[src/rtl/rtc_bus_sequencer_if.sv]
// rtc_bus_sequencer_if: user request/response and RTC bus-buffer/strobe signals of one sequencer.
//  slave modport  : the sequencer (takes req_wr/req_rd/addr/wdata/buf_din, drives the rest)
//  master modport : the requester plus bus buffer side (drives requests and buf_din)
//  req_wr/req_rd/addr/wdata : access request; busy/done/rdata : access status and read result
//  buf_dir/buf_dout/buf_din : bidirectional buffer control and data
//  rtc_cs_n/rtc_rd_n/rtc_wr_n/rtc_ad : RTC strobes
interface rtc_bus_sequencer_if;
  logic       req_wr;
  logic       req_rd;
  logic [7:0] addr;
  logic [7:0] wdata;
  logic       busy;
  logic       done;
  logic [7:0] rdata;
  logic       buf_dir;
  logic [7:0] buf_dout;
  logic [7:0] buf_din;
  logic       rtc_cs_n;
  logic       rtc_rd_n;
  logic       rtc_wr_n;
  logic       rtc_ad;
  modport slave (
    input  req_wr, req_rd, addr, wdata, buf_din,
    output busy, done, rdata, buf_dir, buf_dout, rtc_cs_n, rtc_rd_n, rtc_wr_n, rtc_ad
  );
  modport master (
    output req_wr, req_rd, addr, wdata, buf_din,
    input  busy, done, rdata, buf_dir, buf_dout, rtc_cs_n, rtc_rd_n, rtc_wr_n, rtc_ad
  );
endinterface

[src/rtl/rtc_bus_sequencer.sv]
// rtc_bus_sequencer: runs one RTC register write or read over the multiplexed 8-bit address/data bus.
//  clk   : system clock, posedge
//  reset : synchronous, active-low
//  bus   : rtc_bus_sequencer_if.slave (requests, status, buffer control, RTC strobes)
//  T_PH  : cycles per bus phase (2..15)
module rtc_bus_sequencer #(
  parameter int T_PH = 4
) (
  input logic              clk,
  input logic              reset,
  rtc_bus_sequencer_if.slave bus
);
  localparam logic [2:0] IDLE  = 3'd0;
  localparam logic [2:0] A_SET = 3'd1;
  localparam logic [2:0] A_STB = 3'd2;
  localparam logic [2:0] A_HLD = 3'd3;
  localparam logic [2:0] D_SET = 3'd4;
  localparam logic [2:0] D_STB = 3'd5;
  localparam logic [2:0] D_HLD = 3'd6;
  localparam logic [2:0] DONE  = 3'd7;
  logic [2:0] st, st_n;
  logic [3:0] cnt, cnt_n;
  logic       op_rd, op_n;
  logic [7:0] addr_q, wdata_q, addr_n, wdata_n;
  logic       last, a_ph, d_ph;
  assign last = cnt == 4'(T_PH - 1);
  // Phase states are numbered consecutively, so the timed walk is just +1.
  always_comb begin
    st_n  = st;
    cnt_n = 4'd0;
    if (st == IDLE)
      st_n = (bus.req_wr | bus.req_rd) ? A_SET : IDLE;
    else if (st == DONE)
      st_n = IDLE;
    else begin
      st_n  = last ? st + 3'd1 : st;
      cnt_n = last ? 4'd0 : cnt + 4'd1;
    end
  end
  // Outputs are registered from the next state; in IDLE the incoming request
  // is what the first A_SET cycle must already reflect.
  assign op_n    = (st == IDLE) ? !bus.req_wr : op_rd;
  assign addr_n  = (st == IDLE) ? bus.addr : addr_q;
  assign wdata_n = (st == IDLE) ? bus.wdata : wdata_q;
  assign a_ph    = st_n inside {[A_SET:A_HLD]};
  assign d_ph    = st_n inside {[D_SET:D_HLD]};
  always_ff @(posedge clk) begin
    if (!reset) begin
      st           <= IDLE;
      cnt          <= 4'd0;
      op_rd        <= 1'b0;
      addr_q       <= 8'd0;
      wdata_q      <= 8'd0;
      bus.busy     <= 1'b0;
      bus.done     <= 1'b0;
      bus.rdata    <= 8'd0;
      bus.buf_dir  <= 1'b0;
      bus.buf_dout <= 8'd0;
      bus.rtc_cs_n <= 1'b1;
      bus.rtc_rd_n <= 1'b1;
      bus.rtc_wr_n <= 1'b1;
      bus.rtc_ad   <= 1'b0;
    end else begin
      st           <= st_n;
      cnt          <= cnt_n;
      op_rd        <= op_n;
      addr_q       <= addr_n;
      wdata_q      <= wdata_n;
      bus.busy     <= st_n != IDLE;
      bus.done     <= st_n == DONE;
      bus.rtc_cs_n <= !(a_ph | d_ph);
      bus.rtc_ad   <= d_ph;
      // A read releases the bus from the first D_SET cycle for turnaround.
      bus.buf_dir  <= a_ph | (d_ph & !op_n);
      bus.buf_dout <= a_ph ? addr_n : (d_ph & !op_n) ? wdata_n : 8'd0;
      bus.rtc_wr_n <= !((st_n == A_STB) | ((st_n == D_STB) & !op_n));
      bus.rtc_rd_n <= !((st_n == D_STB) & op_n);
      // buf_din lags the bus by one clock: during the first D_HLD cycle it
      // holds the bus value seen at the edge that ended D_STB.
      if (st == D_HLD && cnt == 4'd0 && op_rd)
        bus.rdata <= bus.buf_din;
    end
  end
endmodule

[src/flat_wrapper.sv]
// flat-port wrapper written by rule: the top's interface ports become plain ports
module rtc_bus_sequencer_flat 
#(
  parameter int T_PH = 4
)
  (clk, reset, bus_req_wr, bus_req_rd, bus_addr, bus_wdata, bus_buf_din, bus_busy, bus_done, bus_rdata, bus_buf_dir, bus_buf_dout, bus_rtc_cs_n, bus_rtc_rd_n, bus_rtc_wr_n, bus_rtc_ad);
  rtc_bus_sequencer_if bus_i ();
  input logic clk;
  input logic reset;
  input wire logic [$bits(bus_i.req_wr)-1:0] bus_req_wr;
  input wire logic [$bits(bus_i.req_rd)-1:0] bus_req_rd;
  input wire logic [$bits(bus_i.addr)-1:0] bus_addr;
  input wire logic [$bits(bus_i.wdata)-1:0] bus_wdata;
  input wire logic [$bits(bus_i.buf_din)-1:0] bus_buf_din;
  output wire logic [$bits(bus_i.busy)-1:0] bus_busy;
  output wire logic [$bits(bus_i.done)-1:0] bus_done;
  output wire logic [$bits(bus_i.rdata)-1:0] bus_rdata;
  output wire logic [$bits(bus_i.buf_dir)-1:0] bus_buf_dir;
  output wire logic [$bits(bus_i.buf_dout)-1:0] bus_buf_dout;
  output wire logic [$bits(bus_i.rtc_cs_n)-1:0] bus_rtc_cs_n;
  output wire logic [$bits(bus_i.rtc_rd_n)-1:0] bus_rtc_rd_n;
  output wire logic [$bits(bus_i.rtc_wr_n)-1:0] bus_rtc_wr_n;
  output wire logic [$bits(bus_i.rtc_ad)-1:0] bus_rtc_ad;
  assign bus_i.req_wr = bus_req_wr;
  assign bus_i.req_rd = bus_req_rd;
  assign bus_i.addr = bus_addr;
  assign bus_i.wdata = bus_wdata;
  assign bus_i.buf_din = bus_buf_din;
  assign bus_busy = bus_i.busy;
  assign bus_done = bus_i.done;
  assign bus_rdata = bus_i.rdata;
  assign bus_buf_dir = bus_i.buf_dir;
  assign bus_buf_dout = bus_i.buf_dout;
  assign bus_rtc_cs_n = bus_i.rtc_cs_n;
  assign bus_rtc_rd_n = bus_i.rtc_rd_n;
  assign bus_rtc_wr_n = bus_i.rtc_wr_n;
  assign bus_rtc_ad = bus_i.rtc_ad;
  rtc_bus_sequencer #(.T_PH(T_PH)) u_core (.clk(clk), .reset(reset), .bus(bus_i));
endmodule
[config.mk]
export PLATFORM = sky130hd
export DESIGN_NAME = rtc_bus_sequencer_flat
export DESIGN_NICKNAME = d
export VERILOG_FILES = /design/src/rtl/rtc_bus_sequencer_if.sv /design/src/rtl/rtc_bus_sequencer.sv /design/src/flat_wrapper.sv
export SDC_FILE = /design/constraint.sdc
export NUM_CORES = 1
export LEC_CHECK = 0
export CAP_MARGIN = 20
export CELL_PAD_IN_SITES_DETAIL_PLACEMENT = 1
export CELL_PAD_IN_SITES_GLOBAL_PLACEMENT = 2
export CORE_MARGIN = 8
export CORE_UTILIZATION = 26
export CTS_CLUSTER_SIZE = 30
export DETAILED_ROUTE_END_ITERATION = 8
export GPL_TIMING_DRIVEN = 0
export PLACE_DENSITY_LB_ADDON = 0.1
export SYNTH_ARGS = -nofsm -noshare
export SYNTH_HDL_FRONTEND = slang
export SYNTH_SLANG_ARGS = --single-unit
[constraint.sdc]
create_clock -name clk -period 2 [get_ports clk]
set_input_delay 0.5 -clock clk [delete_from_list [all_inputs] [get_ports clk]]
set_output_delay 0.5 -clock clk [all_outputs]
set_load 0.05 [all_outputs]
==> flow_summary_export.csv <==
group,metric,value,unit
logic_synthesis,ys_seq_area_share,49.70,%
sta,setup_tns,0,ps
worst_setup_path,reg2reg_from,"u_core.st[0]",
worst_setup_path,path_buf_inv,0,
floorplan,initial_core_util,26.53,%
worst_setup_path,regToRegEndpoint,"u_core.bus.buf_dir",
sta,whs,471.4,ps
logic_synthesis,syn_area_per_cell,9.860,sq um
route,first_pass_iters,4,
worst_setup_path,endpoint_kind,"flip-flop",
placed_design,placed_cell_area,2517,sq um
global_route,overflow,0,
hold_path,min_to,"u_core.addr_q[4]",
cells_and_area,syn_to_final_growth,47.52,%
worst_setup_path,worstPathCellList,"ha_1 -> ha_1 -> or4b_4 -> o2111ai_4 -> nor2_4 -> o21ai_4 -> o21ai_1",
floorplan,core,7137,sq um
worst_setup_path,worstPathMaxFanout,5,
route,postRouteWirelength,5.363,mm
worst_setup_path,cp.arrival,2120,ps
worst_setup_path,critPathMaxStageDelay,530,ps
floorplan,io_pins,51,
clock_tree,cts.sinks,47,
clock_tree,cts-root-buf,"clkbuf_8",
sta,worstMarginPinSlew,529.6,ps
clock_tree,path_clk_slew,80,ps
cells_and_area,seqCellArea,944.7,sq um
global_route,antenna_found_initial,0,
floorplan,die_h,101.3,microns
sta,slew_viol_final,0,
worst_setup_path,crit_slowest_cell,"or4b_4",
flow_run,cap_violations,0,
route,drc,0,
worst_setup_path,worstSetupPathType,"reg -> reg",
global_route,grt_max_degree,14,
floorplan,dieArea,10270,sq um
global_route,grt_pass1_vias,1658,
power_and_ir_drop,ir_worst_vdd,0.3293,mV
logic_synthesis,syn_area,1893,sq um
sta,clock_skew,4.160,ps
power_and_ir_drop,p_leak,1.221,nW
clock_tree,cts_made_buffers,5,
worst_setup_path,path_delay_family,"simple AND/OR/NAND/NOR gates",
worst_setup_path,start_kind,"flip-flop",
run_status,outcome,"complete, no violations",
cells_and_area,design_area,2793,sq um
cells_and_area,drive_above_1_share,19.46,%
logic_synthesis,ys_ff_latch,47,
sta,finalHoldViolations,0,
route,vias_per_cell,4.385,
placed_design,gp_congestion,0.7232,
global_route,gr-usage-all-layers,10.68,%
worst_setup_path,reg2reg_slack,60,ps
logic_synthesis,syn-num-nets,226,
clock_tree,clkLatencyLatePin,290,ps
worst_setup_path,r2r_cells,7,
sta,setup_viol,0,
sta,maxSlewHeadroom,64.59,%
hold_path,whs_path_depth,2,
route,route.vias.total,1561,
route,detail-route-antenna-nets,0,
cells_and_area,final_core_utilization,39.13,%
worst_setup_path,required,2180,ps
placed_design,hpwlAfterDp,3.872,mm
clock_tree,htree_levels,2,
worst_setup_path,crit_top_cell,"ha_1",
hold_path,worstHoldStart,"u_core.addr_q[4]",
floorplan,fp-row-count,31,
power_and_ir_drop,power.density,687.3,nW/um^2
cells_and_area,fill_cells,810,
sta,max_freq,515.7,MHz
clock_tree,max-clock-path-buffers,2,
sta,grt_setup_unrepaired,"yes",
cells_and_area,num-nets-final,291,
hold_path,hp-class,"reg -> reg",
logic_synthesis,postSynthCellCount,192,
sta,min_period,1939,ps
cells_and_area,antenna_cells,0,
logic_synthesis,yosysWarnings,0,
logic_synthesis,ys_types,39,
cells_and_area,multi_input_area,972.2,sq um
placed_design,io_buffers,50,
route,post_drt_wl_per_cell,15.06,microns
floorplan,fp.dieW,101.3,microns
global_route,grt_pass1_wl,8.445,mm
sta,min_period_over_period,96.96,%
route,drtIter0Drc,23,
clock_tree,cts_tree,"done",
-- power by group --
| group | internal [mW] | total, mW | switching [mW] | leakage, nW |
|---|---|---|---|---|
| clock | 0.272 | 0.584 | 0.313 | 0.0470 |
| sequential | 0.981 | 0.996 | 0.0156 | 0.387 |
| combinational | 0.148 | 0.339 | 0.191 | 0.787 |
-- through the flow --
stage | setup slack [ps] | std cells | total power, mW
floorplan | 116.4 | 192 | 1.203
global placement | -430.5 | 341 | 1.335
detailed placement | -444.3 | 341 | 1.336
CTS | -44.86 | 351 | 1.946
global route | -17.67 | 356 | 2.018
finish | 60.81 | 356 | 1.920
-- layer usage --
metal / wire length [microns] / track usage, % / vias to the layer above
met5: 0 / 0 / -
met4: 69 / 3.436 / 0
met3: 365 / 3.986 / 10
met2: 2449 / 16.50 / 44
met1: 2478 / 13.38 / 721
li1: - / - / 786
-- worst reg2reg max path: cells and delay by family, from the launching register on --
family,cells,cell delay [ps]
flip-flops,1,350
AND/OR/NAND/NOR,2,620
adder cells (fa/ha/maj),2,480
AO/OA/AOI/OAI,3,360
-- worst max-delay path by stage --
stage,cells past startpoint,start,slack [ps],end
after floorplan,7,u_core.st[1],120,u_core.bus.buf_dir
after global placement,5,reset,-430,u_core.bus.rdata[0]
after detailed placement,5,reset,-440,u_core.bus.rdata[2]
after CTS,6,u_core.st[0],-40,u_core.bus.busy
after global routing,7,u_core.st[0],-20,u_core.bus.buf_dir
final,7,u_core.st[0],60,u_core.bus.buf_dir
-- state kept, by name (all words and copies together), names as in the netlist --
signal	cells
u_core.bus.done	1
u_core.bus.rdata	8
u_core.st	3
u_core.addr_q	8
u_core.bus.buf_dout	8
u_core.cnt	4
u_core.bus.buf_dir	1
u_core.bus.rtc_ad	1
u_core.op_rd	1
u_core.bus.busy	1
u_core.wdata_q	8
u_core.bus.rtc_cs_n	1
u_core.bus.rtc_wr_n	1
u_core.bus.rtc_rd_n	1
-- cell type report --
| type | instances | area share (%) |
|---|---|---|
| sequential | 47 | 33.83 |
| timing repair buffer | 56 | 20.88 |
| clock inverter | 1 | 0.1792 |
| clock buffer | 6 | 2.957 |
| buffer | 6 | 1.434 |
| multi-input combinational | 131 | 34.81 |
| tap | 99 | 4.435 |
| inverter | 10 | 1.478 |
-- Yosys cell counts --
cell type	instances	area (sq um)
buf_1	1	3.750
nand3_1	11	55.05
dfxtp_1	47	940.9
inv_1	8	30.03
nor3_2	1	10.01
a21oi_1	9	45.04
nand2b_1	2	12.51
nand2_1	22	82.58
clkinv_1	1	3.750
o21a_1	1	7.510
a2bb2oi_1	2	17.52
a21boi_2	1	11.26
o2111ai_2	1	15.01
o211ai_2	1	12.51
nor2b_1	1	6.260
nor3_1	1	5.000
nor4b_2	1	15.01
o21ai_1	3	15.01
buf_2	2	10.01
nor2_1	26	97.59
buf_4	2	15.01
xor2_1	1	8.760
and2_1	2	12.51
o21ai_0	1	5.000
nand4_1	1	6.260
inv_2	1	3.750
or4b_4	1	13.76
o31ai_4	1	21.27
ha_1	6	75.07
nor2_4	1	11.26
nor3b_2	1	12.51
o21ai_2	8	70.07
o21ai_4	1	16.27
a32oi_1	1	8.760
xnor2_1	2	17.52
mux2i_1	17	170.2
clkbuf_1	1	3.750
nor3_4	1	16.27
or3b_1	1	8.760
-- kinds of logic after synthesis --
| logic type | count (synthesis) | share of synthesized area [%] |
|---|---|---|
| AOI/OAI and AO/OA | 30 | 12.95 |
| muxes | 17 | 8.989 |
| xor gates and xnor gates | 3 | 1.388 |
| adders and majority gates | 6 | 3.966 |
| and+or+nand+nor | 73 | 19.30 |
| DFF | 47 | 49.70 |
| buffers and inverters | 16 | 3.700 |
-- cells in the final DEF (no fill, tap or decap), types with 5 or more instances in the layout --
cell             count
ha_1                 5
clkbuf_8             6
a21oi_1              9
nand2_1             21
buf_4                7
o21ai_2              8
clkdlybuf4s50_1     40
mux2i_1             16
nand3_1             11
inv_1                6
dlymetal6s2s_1      10
dfxtp_1             44
nor2_1              26
-- timing repair --
| action | CTS | global route |
|---|---|---|
| endpoints found under the setup margin | 26 | 34 |
| endpoints found under the hold margin | 0 | 0 |
| setup buffers | 2 | 4 |
| cloned | 1 | 1 |
| pin swaps | 3 | 4 |
| resized for setup | 7 | 22 |
| hold buffers | 0 | 0 |
Note: power is estimated with default switching activity, not from simulation.
